===== config.mk =====
export PLATFORM = sky130hd
export DESIGN_NAME = muldiv_seq_flat
export DESIGN_NICKNAME = d
export VERILOG_FILES = /design/src/rtl/muldiv_seq_if.sv /design/src/rtl/muldiv_seq.sv /design/src/flat_wrapper.sv
export SDC_FILE = /design/constraint.sdc
export NUM_CORES = 1
export LEC_CHECK = 0
export ABC_AREA = 0
export CAP_MARGIN = 10
export CORE_MARGIN = 10
export CORE_UTILIZATION = 67
export DETAILED_ROUTE_END_ITERATION = 10
export DONT_BUFFER_PORTS = 1
export PLACE_DENSITY = 0.83
export SLEW_MARGIN = 20
export SYNTH_ARGS = -nofsm -noshare
export SYNTH_HDL_FRONTEND = slang
export SYNTH_SLANG_ARGS = --single-unit

===== constraint.sdc =====
create_clock -name clk -period 8.5 [get_ports clk]
set_clock_uncertainty 0.2 [all_clocks]
set_input_delay 1.275 -clock clk [delete_from_list [all_inputs] [get_ports clk]]
set_output_delay 1.275 -clock clk [all_outputs]
set_load 0.005 [all_outputs]

===== src/rtl/muldiv_seq_if.sv =====
// Start/result bundle between the pipeline and the multi-cycle mul/div unit.
// master: pipeline side (start, flush, op, op_a, op_b); slave: the sequencer.
interface muldiv_seq_if;
    logic        start;
    logic        flush;
    logic [1:0]  op;
    logic [15:0] op_a;
    logic [15:0] op_b;
    logic        busy;
    logic        done;
    logic [15:0] hi;
    logic [15:0] lo;
    logic        div_zero;

    modport master (
        output start, flush, op, op_a, op_b,
        input  busy, done, hi, lo, div_zero
    );

    modport slave (
        input  start, flush, op, op_a, op_b,
        output busy, done, hi, lo, div_zero
    );
endinterface


===== src/rtl/muldiv_seq.sv =====
// 16-bit multi-cycle multiply/divide sequencer (MULTU/MULT/DIVU/DIV).
// Ports: clk, rst (sync, active-high), bus (slave): start/flush/op/op_a/op_b
// in; busy/done/hi/lo/div_zero out. Results in hi/lo after a done pulse.
module muldiv_seq (
    input  logic         clk,
    input  logic         rst,
    muldiv_seq_if.slave  bus
);
    typedef enum logic [1:0] {
        IDLE = 2'd0,
        ITER = 2'd1,
        FIX  = 2'd2,
        DONE = 2'd3
    } state_t;

    state_t      state_q, state_d;
    logic [3:0]  cnt_q, cnt_d;
    logic [1:0]  op_q, op_d;
    logic        qsign_q, qsign_d;
    logic        rsign_q, rsign_d;
    logic [31:0] acc_q, acc_d;
    logic [15:0] mcand_q, mcand_d;
    logic [15:0] hi_q, hi_d;
    logic [15:0] lo_q, lo_d;
    logic        dz_q, dz_d;

    logic [16:0] sum17;
    logic [16:0] r17;
    logic [16:0] trial;
    logic [31:0] neg_acc;
    logic [15:0] abs_a;
    logic [15:0] abs_b;

    // Signed ops operate on magnitudes; 0x8000 stays 0x8000.
    always_comb begin
        abs_a = (bus.op[0] && bus.op_a[15]) ? (~bus.op_a + 16'd1) : bus.op_a;
        abs_b = (bus.op[0] && bus.op_b[15]) ? (~bus.op_b + 16'd1) : bus.op_b;
    end

    always_comb begin
        state_d = state_q;
        cnt_d   = cnt_q;
        op_d    = op_q;
        qsign_d = qsign_q;
        rsign_d = rsign_q;
        acc_d   = acc_q;
        mcand_d = mcand_q;
        hi_d    = hi_q;
        lo_d    = lo_q;
        dz_d    = dz_q;
        sum17   = {1'b0, acc_q[31:16]}
                + (acc_q[0] ? {1'b0, mcand_q} : 17'd0);
        r17     = {acc_q[31:16], acc_q[15]};
        trial   = r17 - {1'b0, mcand_q};
        neg_acc = ~acc_q + 32'd1;

        unique case (state_q)
            IDLE: begin
                if (bus.start) begin
                    op_d    = bus.op;
                    qsign_d = bus.op[0] & (bus.op_a[15] ^ bus.op_b[15]);
                    rsign_d = bus.op[0] & bus.op_a[15];
                    cnt_d   = 4'd0;
                    if (bus.op[1] && bus.op_b == 16'd0) begin
                        hi_d    = bus.op_a;
                        lo_d    = 16'hFFFF;
                        dz_d    = 1'b1;
                        state_d = DONE;
                    end else if (bus.op[1]) begin
                        // Low half shifts dividend out, quotient bits in.
                        acc_d   = {16'd0, abs_a};
                        mcand_d = abs_b;
                        state_d = ITER;
                    end else begin
                        // Low half holds the multiplier, consumed LSB first.
                        acc_d   = {16'd0, abs_b};
                        mcand_d = abs_a;
                        state_d = ITER;
                    end
                end
            end
            ITER: begin
                if (op_q[1]) begin
                    // Partial remainder < divisor, so the 17-bit
                    // trial sign bit is an exact borrow.
                    if (!trial[16]) begin
                        acc_d = {trial[15:0], acc_q[14:0], 1'b1};
                    end else begin
                        acc_d = {r17[15:0], acc_q[14:0], 1'b0};
                    end
                end else begin
                    acc_d = {sum17, acc_q[15:1]};
                end
                cnt_d = cnt_q + 4'd1;
                if (cnt_q == 4'd15) begin
                    state_d = FIX;
                end
            end
            FIX: begin
                if (!op_q[1]) begin
                    {hi_d, lo_d} = qsign_q ? neg_acc : acc_q;
                end else begin
                    lo_d = qsign_q ? (~acc_q[15:0] + 16'd1)
                                   : acc_q[15:0];
                    hi_d = rsign_q ? (~acc_q[31:16] + 16'd1)
                                   : acc_q[31:16];
                end
                dz_d    = 1'b0;
                state_d = DONE;
            end
            DONE: begin
                state_d = IDLE;
            end
            default: begin
                state_d = IDLE;
            end
        endcase

        // Flush aborts without touching the visible result registers.
        if (bus.flush) begin
            state_d = IDLE;
            hi_d    = hi_q;
            lo_d    = lo_q;
            dz_d    = dz_q;
        end
    end

    always_ff @(posedge clk) begin
        if (rst) begin
            state_q <= IDLE;
            cnt_q   <= 4'd0;
            op_q    <= 2'd0;
            qsign_q <= 1'b0;
            rsign_q <= 1'b0;
            acc_q   <= 32'd0;
            mcand_q <= 16'd0;
            hi_q    <= 16'd0;
            lo_q    <= 16'd0;
            dz_q    <= 1'b0;
        end else begin
            state_q <= state_d;
            cnt_q   <= cnt_d;
            op_q    <= op_d;
            qsign_q <= qsign_d;
            rsign_q <= rsign_d;
            acc_q   <= acc_d;
            mcand_q <= mcand_d;
            hi_q    <= hi_d;
            lo_q    <= lo_d;
            dz_q    <= dz_d;
        end
    end

    assign bus.busy     = (state_q != IDLE);
    assign bus.done     = (state_q == DONE);
    assign bus.hi       = hi_q;
    assign bus.lo       = lo_q;
    assign bus.div_zero = dz_q;
endmodule


===== src/flat_wrapper.sv =====
// flat-port wrapper written by rule: the top's interface ports become plain ports
module muldiv_seq_flat 
  (clk, rst, bus_start, bus_flush, bus_op, bus_op_a, bus_op_b, bus_busy, bus_done, bus_hi, bus_lo, bus_div_zero);
  muldiv_seq_if bus_i ();
  input  logic clk;
  input  logic rst;
  input wire logic [$bits(bus_i.start)-1:0] bus_start;
  input wire logic [$bits(bus_i.flush)-1:0] bus_flush;
  input wire logic [$bits(bus_i.op)-1:0] bus_op;
  input wire logic [$bits(bus_i.op_a)-1:0] bus_op_a;
  input wire logic [$bits(bus_i.op_b)-1:0] bus_op_b;
  output wire logic [$bits(bus_i.busy)-1:0] bus_busy;
  output wire logic [$bits(bus_i.done)-1:0] bus_done;
  output wire logic [$bits(bus_i.hi)-1:0] bus_hi;
  output wire logic [$bits(bus_i.lo)-1:0] bus_lo;
  output wire logic [$bits(bus_i.div_zero)-1:0] bus_div_zero;
  assign bus_i.start = bus_start;
  assign bus_i.flush = bus_flush;
  assign bus_i.op = bus_op;
  assign bus_i.op_a = bus_op_a;
  assign bus_i.op_b = bus_op_b;
  assign bus_busy = bus_i.busy;
  assign bus_done = bus_i.done;
  assign bus_hi = bus_i.hi;
  assign bus_lo = bus_i.lo;
  assign bus_div_zero = bus_i.div_zero;
  muldiv_seq u_core (.clk(clk), .rst(rst), .bus(bus_i));
endmodule

==> results_dict.tcl, run 1 <==
set metrics [dict create \
    setup_viol_count_final 0 \
    hpwlAfterDp_um 16300 \
    pin_slew_with_the_least_headroom_to_its_limit_ns 1.04 \
    largest_cells_by_area_after_synthesis "dfxtp_1 (24%), ha_1 (6.9%), nor2_1 (6.2%)" \
    synth.distinct_cells 78 \
    rrSetupSlack_ns 4.49 \
    route.final.wire_length_um 21600 \
    cts_made_buffers 9 \
    cts_root_buffer "clkbuf_8" \
    route.vias.total 7318 \
    finalWorstPathRequiredPeriod_ns 4.43 \
    setup-tns-final_ns 0 \
    cts-htree-levels 3 \
    slowest_stage_cell_cp "nor2_1" \
    synth_top_area_cell "dfxtp_1" \
    clk-insertion-delay-late_ns 0.40 \
    synth_nets 1061 \
    grt_start_max_net_pins 81 \
    delay_of_the_slowest_critical_path_stage_ns 0.79 \
    grt_setup_unrepaired "no" \
    power.total_w 0.00109 \
    synth_enable_flop_cells 0 \
    tritoncts "yes" \
    yosysSeqAreaShare 0.243 \
    fraction_of_final_layout_cells_sized_beyond_drive_strength_1 0.0551 \
    firstDrtPassIters 5 \
    syn_inst_count 980 \
    routed_antenna_nets 0 \
    run_status "finished, final reports clean" \
    area_added_between_synthesis_and_finish_pct 2.14 \
    cts_buffer_depth 2 \
    io_buffers 0 \
    drc 0 \
    slew_headroom 0.303 \
    cts.repair.resized 0 \
    core.rowCount 38 \
    max_freq_mhz 226 \
    dr_vias_cell 6.76 \
    worstPathCellList "or4_1 > nor4_4 > nand4b_1 > nand3_1 > o21ai_4 > nor2_1 > a22oi_1 > o21ai_0" \
    die_area_sq_um 15700 \
    static-leakage-power_nw 2.78 \
    synthesized_area_per_cell_sq_um 7.57 \
    timing.final.crit_share 0.521 \
    timing.setup.critical_path_class "input pin to register" \
    floorplan.die.height_um 125 \
    ctsHoldBuffers 0 \
    primary_ff_master_synth "dfxtp_1" \
    n_diodes 0 \
    placeableCoreArea_sq_um 10800 \
    netlist_area_sq_um 7420 \
    post-route-cell-area_sq_um 7580 \
    ffs_latches_synth 90 \
    route.detailed.wl_per_inst_um 20.0 \
    vdd_ir_drop_max_v 0.000162 \
    globalplace.congestion 1.03 \
    design.portCount 73 \
    grt_first_pass_wirelength_um 34500 \
    synthArstFlopShare 0 \
    final_nets 1019 \
    cts.sinks 90 \
    min_path_type "register to register" \
    post_cts_buffers 0 \
    drt_iter0_drc 969 \
    clk_pin_slew_worst_paths_ns 0.10 \
    arrival_ns 4.55 \
    ys.warnings.count 0 \
    first_global_vias 6415 \
    end_kind "register" \
    timing_max_transition_violations_final 0 \
    yosys.area.top_type_share 0.243 \
    crit_required_ns 8.62 \
    crit_path_start_kind "input pin" \
    detailed_place.area_sq_um 7370 \
    globalRouteOverflowTotal 0 \
    global_route.usage.total 0.263 \
    powerDensity_nw_per_um2 143 \
    antenna_violations_before_repair 0 \
    max_cap_violations 0 \
    cp_max_fo 30 \
    final_hold_viol_count 0 \
    start_util 0.685 \
    dieWidth_um 125 \
]
==> cells in the final DEF, fill, tap and decap left out, drive strengths merged, types with 5 or more instances in the layout <==
cell      n
mux2i    27
mux2     10
a21oi    80
a311oi   23
a211oi   36
nor3     35
and3      6
o21a     11
ha       41
a31oi     7
xor2     36
clkinv    5
nand2b    6
or4       6
o41ai     7
nor2b     9
o21ai    47
dfxtp    90
or2       8
nand3    16
nor4     13
nand2    94
xnor2    34
a22oi     6
inv      44
o31ai    11
nor2    123
o211ai   23
clkbuf    9
or3      11
==> power by group <==
part           switching [W]  leakage (nW)  total (W)  internal [W]
registers          0.0000300         0.733   0.000472      0.000442
logic               0.000192          1.95   0.000312      0.000119
clock network       0.000187         0.102   0.000304      0.000117
total               0.000409          2.78    0.00109      0.000678
==> logic make-up after synthesis <==
family	Yosys count	share of synthesized area
and+or+nand+nor	346	0.220
AOI/OAI and AO/OA	295	0.272
buffers and inverters	99	0.0565
DFF	90	0.243
xor gates and xnor gates	70	0.0826
adders and majority gates	43	0.0745
muxes	37	0.0516
==> layout make-up <==
cell class,count,area (sq um)
inverter,42,158
clock inverter,7,78.8
multi-input combinational,791,5210
sequential,90,1800
tap,140,175
clock buffer,9,124
timing repair buffer,4,30.0
fill,942,3260
==> metal layers <==
layer	routed length [um]	share of wire	GRT usage
met5	0	0	0
met3	2740	0.13	0.0938
met4	586	0.027	0.0874
met1	9370	0.43	0.361
met2	8950	0.41	0.371
==> synth_stat cells (12+ instances only) <==
| library cell | number |
|---|---|
| a211oi_1 | 36 |
| a21oi_1 | 79 |
| a311oi_1 | 22 |
| clkbuf_1 | 36 |
| dfxtp_1 | 90 |
| ha_1 | 41 |
| inv_1 | 40 |
| mux2i_1 | 27 |
| nand2_1 | 94 |
| nand3_1 | 16 |
| nor2_1 | 122 |
| nor3_1 | 34 |
| nor4_1 | 12 |
| o211ai_1 | 22 |
| o21ai_0 | 43 |
| xnor2_1 | 34 |
| xor2_1 | 36 |
==> worst max-delay path: cells and delay by family <==
family	cells	cell delay (ns)
AO/OA/AOI/OAI	3	0.71
AND/OR/NAND/NOR	5	2.56
==> path summary, 6_finish.rpt <==
path / startpoint / to / depth (start not counted)
setup / recovery: bus_op_b[2] / u_core.acc_q[29] / 8
hold / removal: u_core.mcand_q[7] / u_core.mcand_q[7] / 2
setup reg to reg: u_core.acc_q[0] / u_core.acc_q[31] / 10
hold reg to reg: u_core.mcand_q[7] / u_core.mcand_q[7] / 2
==> registers in the layout (all words and copies together) (netlist names) <==
register / flops
u_core.bus.lo: 16
u_core.state_q: 2
u_core.qsign_q: 1
u_core.op_q: 1
u_core.bus.hi: 16
u_core.cnt_q: 4
u_core.rsign_q: 1
u_core.bus.div_zero: 1
u_core.acc_q: 32
u_core.mcand_q: 16
==> metrics by stage <==
| step | worst slack [ns] | std cells | util | hold WS, ns |
|---|---|---|---|---|
| after floorplan | 5.08 | 980 | - | 0.232 |
| after global routing | 3.75 | 1083 | 0.699 | 0.264 |
| after detailed placement | 3.58 | 1067 | 0.680 | 0.238 |
| after CTS | 3.93 | 1083 | 0.699 | 0.252 |
| after global placement | 3.68 | 1067 | 0.680 | 0.233 |
| final | 4.07 | 1083 | 0.699 | 0.252 |
Power figures use the tool's default switching activity.
==> run 2: changes to the inputs <==
CORE_UTILIZATION = 65   (was 67)
PLACE_DENSITY = 0.81   (was 0.83)
clock period = 4.2 ns   (was 8.5 ns; I/O delays follow)
==> run 2 against run 1 <==
Compared with the run above:
- clock-buffer cell count unchanged
- die area increased by 2.6%
- final cell count is 1.2% higher
- register-to-register slack got worse by 4.3 ns
- combinational power up 110%
- critical endpoint is now u_core.acc_q[31]
==> results_dict.tcl, run 2 (synthesis results as in run 1) <==
set metrics [dict create \
    end_kind "register" \
    powerDensity_nw_per_um2 315 \
    multi_input_comb_area_sq_um 5220 \
    core.rowCount 38 \
    largest_register_ffs 32 \
    area_added_between_synthesis_and_finish_pct 4.81 \
    cts-htree-levels 3 \
    arrival_ns 4.08 \
    crit_top_cell "o31ai_1" \
    grt_setup_unrepaired "no" \
    finalWorstPathRequiredPeriod_ns 4.06 \
    post_cts_buffers 0 \
    slowest_stage_cell_cp "a2111oi_0" \
    fraction_of_power_spent_switching_nets 0.360 \
    crit_required_ns 4.22 \
    worstPathCellList "clkinv_1 > nor2_1 > ha_1 > nor2b_1 > o31ai_1 > a211oi_1 > o41ai_1 > a21oi_1 > a2111oi_0 > o31ai_1" \
    clk_pin_slew_worst_paths_ns 0.08 \
    run_status "finished, final reports clean" \
    setup-tns-final_ns 0 \
    setup_viol_count_final 0 \
    power.sequential.fraction 0.390 \
    netSwitchingPower_w 0.000883 \
    hpwlAfterDp_um 18900 \
    drc 0 \
    firstDrtPassIters 6 \
    share_clk_of_total_power 0.339 \
    pin_slew_with_the_least_headroom_to_its_limit_ns 0.826 \
    final_cell_mix "nor2_1 (122), nand2_1 (94), dfxtp_1 (90)" \
    power.share.combinational 0.271 \
    slew_headroom 0.435 \
    timing.final.crit_share 0.967 \
    start_util 0.673 \
    worstRegToRegCells 10 \
    min_path_type "input pin to register" \
    placeableCoreArea_sq_um 11000 \
    timing_max_transition_violations_final 0 \
    first_global_vias 6952 \
    globalplace.congestion 1.03 \
    grt_first_pass_wirelength_um 38700 \
    antenna_violations_before_repair 0 \
    dieWidth_um 127 \
    cp_max_fo 7 \
    fraction_of_final_layout_cells_sized_beyond_drive_strength_1 0.0670 \
    route.vias.total 7681 \
    post-route-cell-area_sq_um 7780 \
    cts_root_buffer "clkbuf_16" \
    globalRouteOverflowTotal 0 \
    hold-path-cell-count 1 \
    die_area_sq_um 16100 \
    tritoncts "yes" \
    register_area_sq_um 1800 \
    cts.sinks 90 \
    final_nets 1031 \
    clk-insertion-delay-late_ns 0.36 \
    design.portCount 73 \
    n_fill_cell 951 \
    max_cap_violations 0 \
    final_hold_viol_count 0 \
    crit_path_start_kind "register" \
    route.detailed.wl_per_inst_um 22.3 \
    timing.setup.critical_path_class "register to register" \
    drt_iter0_drc 1276 \
    dr_vias_cell 7.01 \
    global_route.usage.total 0.294 \
    cts_buffer_depth 2 \
    internal_power_w 0.00157 \
    route.final.wire_length_um 24500 \
    detailed_place.area_sq_um 7460 \
    grt_start_max_net_pins 81 \
    ctsHoldBuffers 0 \
    cts_made_buffers 9 \
    mostFrequentLayoutCell "nor2_1" \
    max_freq_mhz 246 \
    delay_of_the_slowest_critical_path_stage_ns 0.79 \
    cts.repair.resized 0 \
    io_buffers 0 \
    routed_antenna_nets 0 \
    rrSetupSlack_ns 0.14 \
    static-leakage-power_nw 2.90 \
    vdd_ir_drop_max_v 0.000275 \
    registers.top_by_ff_count "u_core.acc_q" \
    floorplan.die.height_um 127 \
]
run 2: changes by cell type in the layout (fill, tap and decap cells not counted):
cell,before,now
buf_4,4,16
clkbuf_16,0,9
clkbuf_8,9,0
inv_6,3,0
inv_8,1,4
clkinv_4,1,2
clkinv_8,2,1
diode_2,0,1
o21ai_2,0,1
o21ai_4,2,1
o41ai_2,1,0
o41ai_4,0,1
run 2: power by group through the flow:
stage               combinational (W)  sequential, W  clock [W]
CTS                          0.000642       0.000952   0.000831
floorplan                    0.000511       0.000947          0
detailed placement           0.000640       0.000971          0
global route                 0.000723       0.000960   0.000865
finish                       0.000665       0.000956   0.000830
global placement             0.000622       0.000966          0
run 2: final cells by class:
type / count / share of cell area
Clock buffer: 9 / 0.0290
Multi-Input combinational cell: 791 / 0.671
Sequential cell: 90 / 0.232
Antenna cell: 1 / 0.000322
Tap cell: 140 / 0.0225
Inverter: 42 / 0.0203
Timing Repair Buffer: 16 / 0.0154
Clock inverter: 7 / 0.0101
run 2: worst paths after layout:
| path | start | endpoint |
|---|---|---|
| setup / recovery | u_core.acc_q[0] | u_core.acc_q[31] |
| hold / removal | rst | u_core.bus.lo[8] |
| setup reg to reg | u_core.acc_q[0] | u_core.acc_q[31] |
| hold reg to reg | u_core.mcand_q[10] | u_core.mcand_q[10] |
run 2: metrics by stage:
step | setup slack, ns | hold slack [ns] | instances | utilization | total power, W
floorplan | 1.18 | 0.232 | 980 | - | 0.00146
global placement | 0.348 | 0.237 | 1079 | 0.676 | 0.00159
detailed placement | 0.377 | 0.238 | 1079 | 0.676 | 0.00161
CTS | 0.319 | 0.138 | 1095 | 0.704 | 0.00242
global route | 0.0407 | 0.127 | 1095 | 0.705 | 0.00255
finish | 0.140 | 0.142 | 1096 | 0.705 | 0.00245
run 2: critical path, delay by kind of cell (launching register included):
kind                       cells  cell delay (ns)
DFF                            1             0.48
adders and majority gates      1             0.30
AOI/OAI and AO/OA              6             2.23
and+or+nand+nor                2             0.39
buffers and inverters          1             0.32
run 2: routing by layer:
metal | GRT usage | part of all wire | vias up | wire length (um)
met5 | 0 | 0 | - | 0
met4 | 0.0723 | 0.019 | 0 | 462
met3 | 0.110 | 0.15 | 41 | 3650
met2 | 0.427 | 0.42 | 528 | 10400
met1 | 0.400 | 0.41 | 3568 | 10000
li1 | - | - | 3544 | -
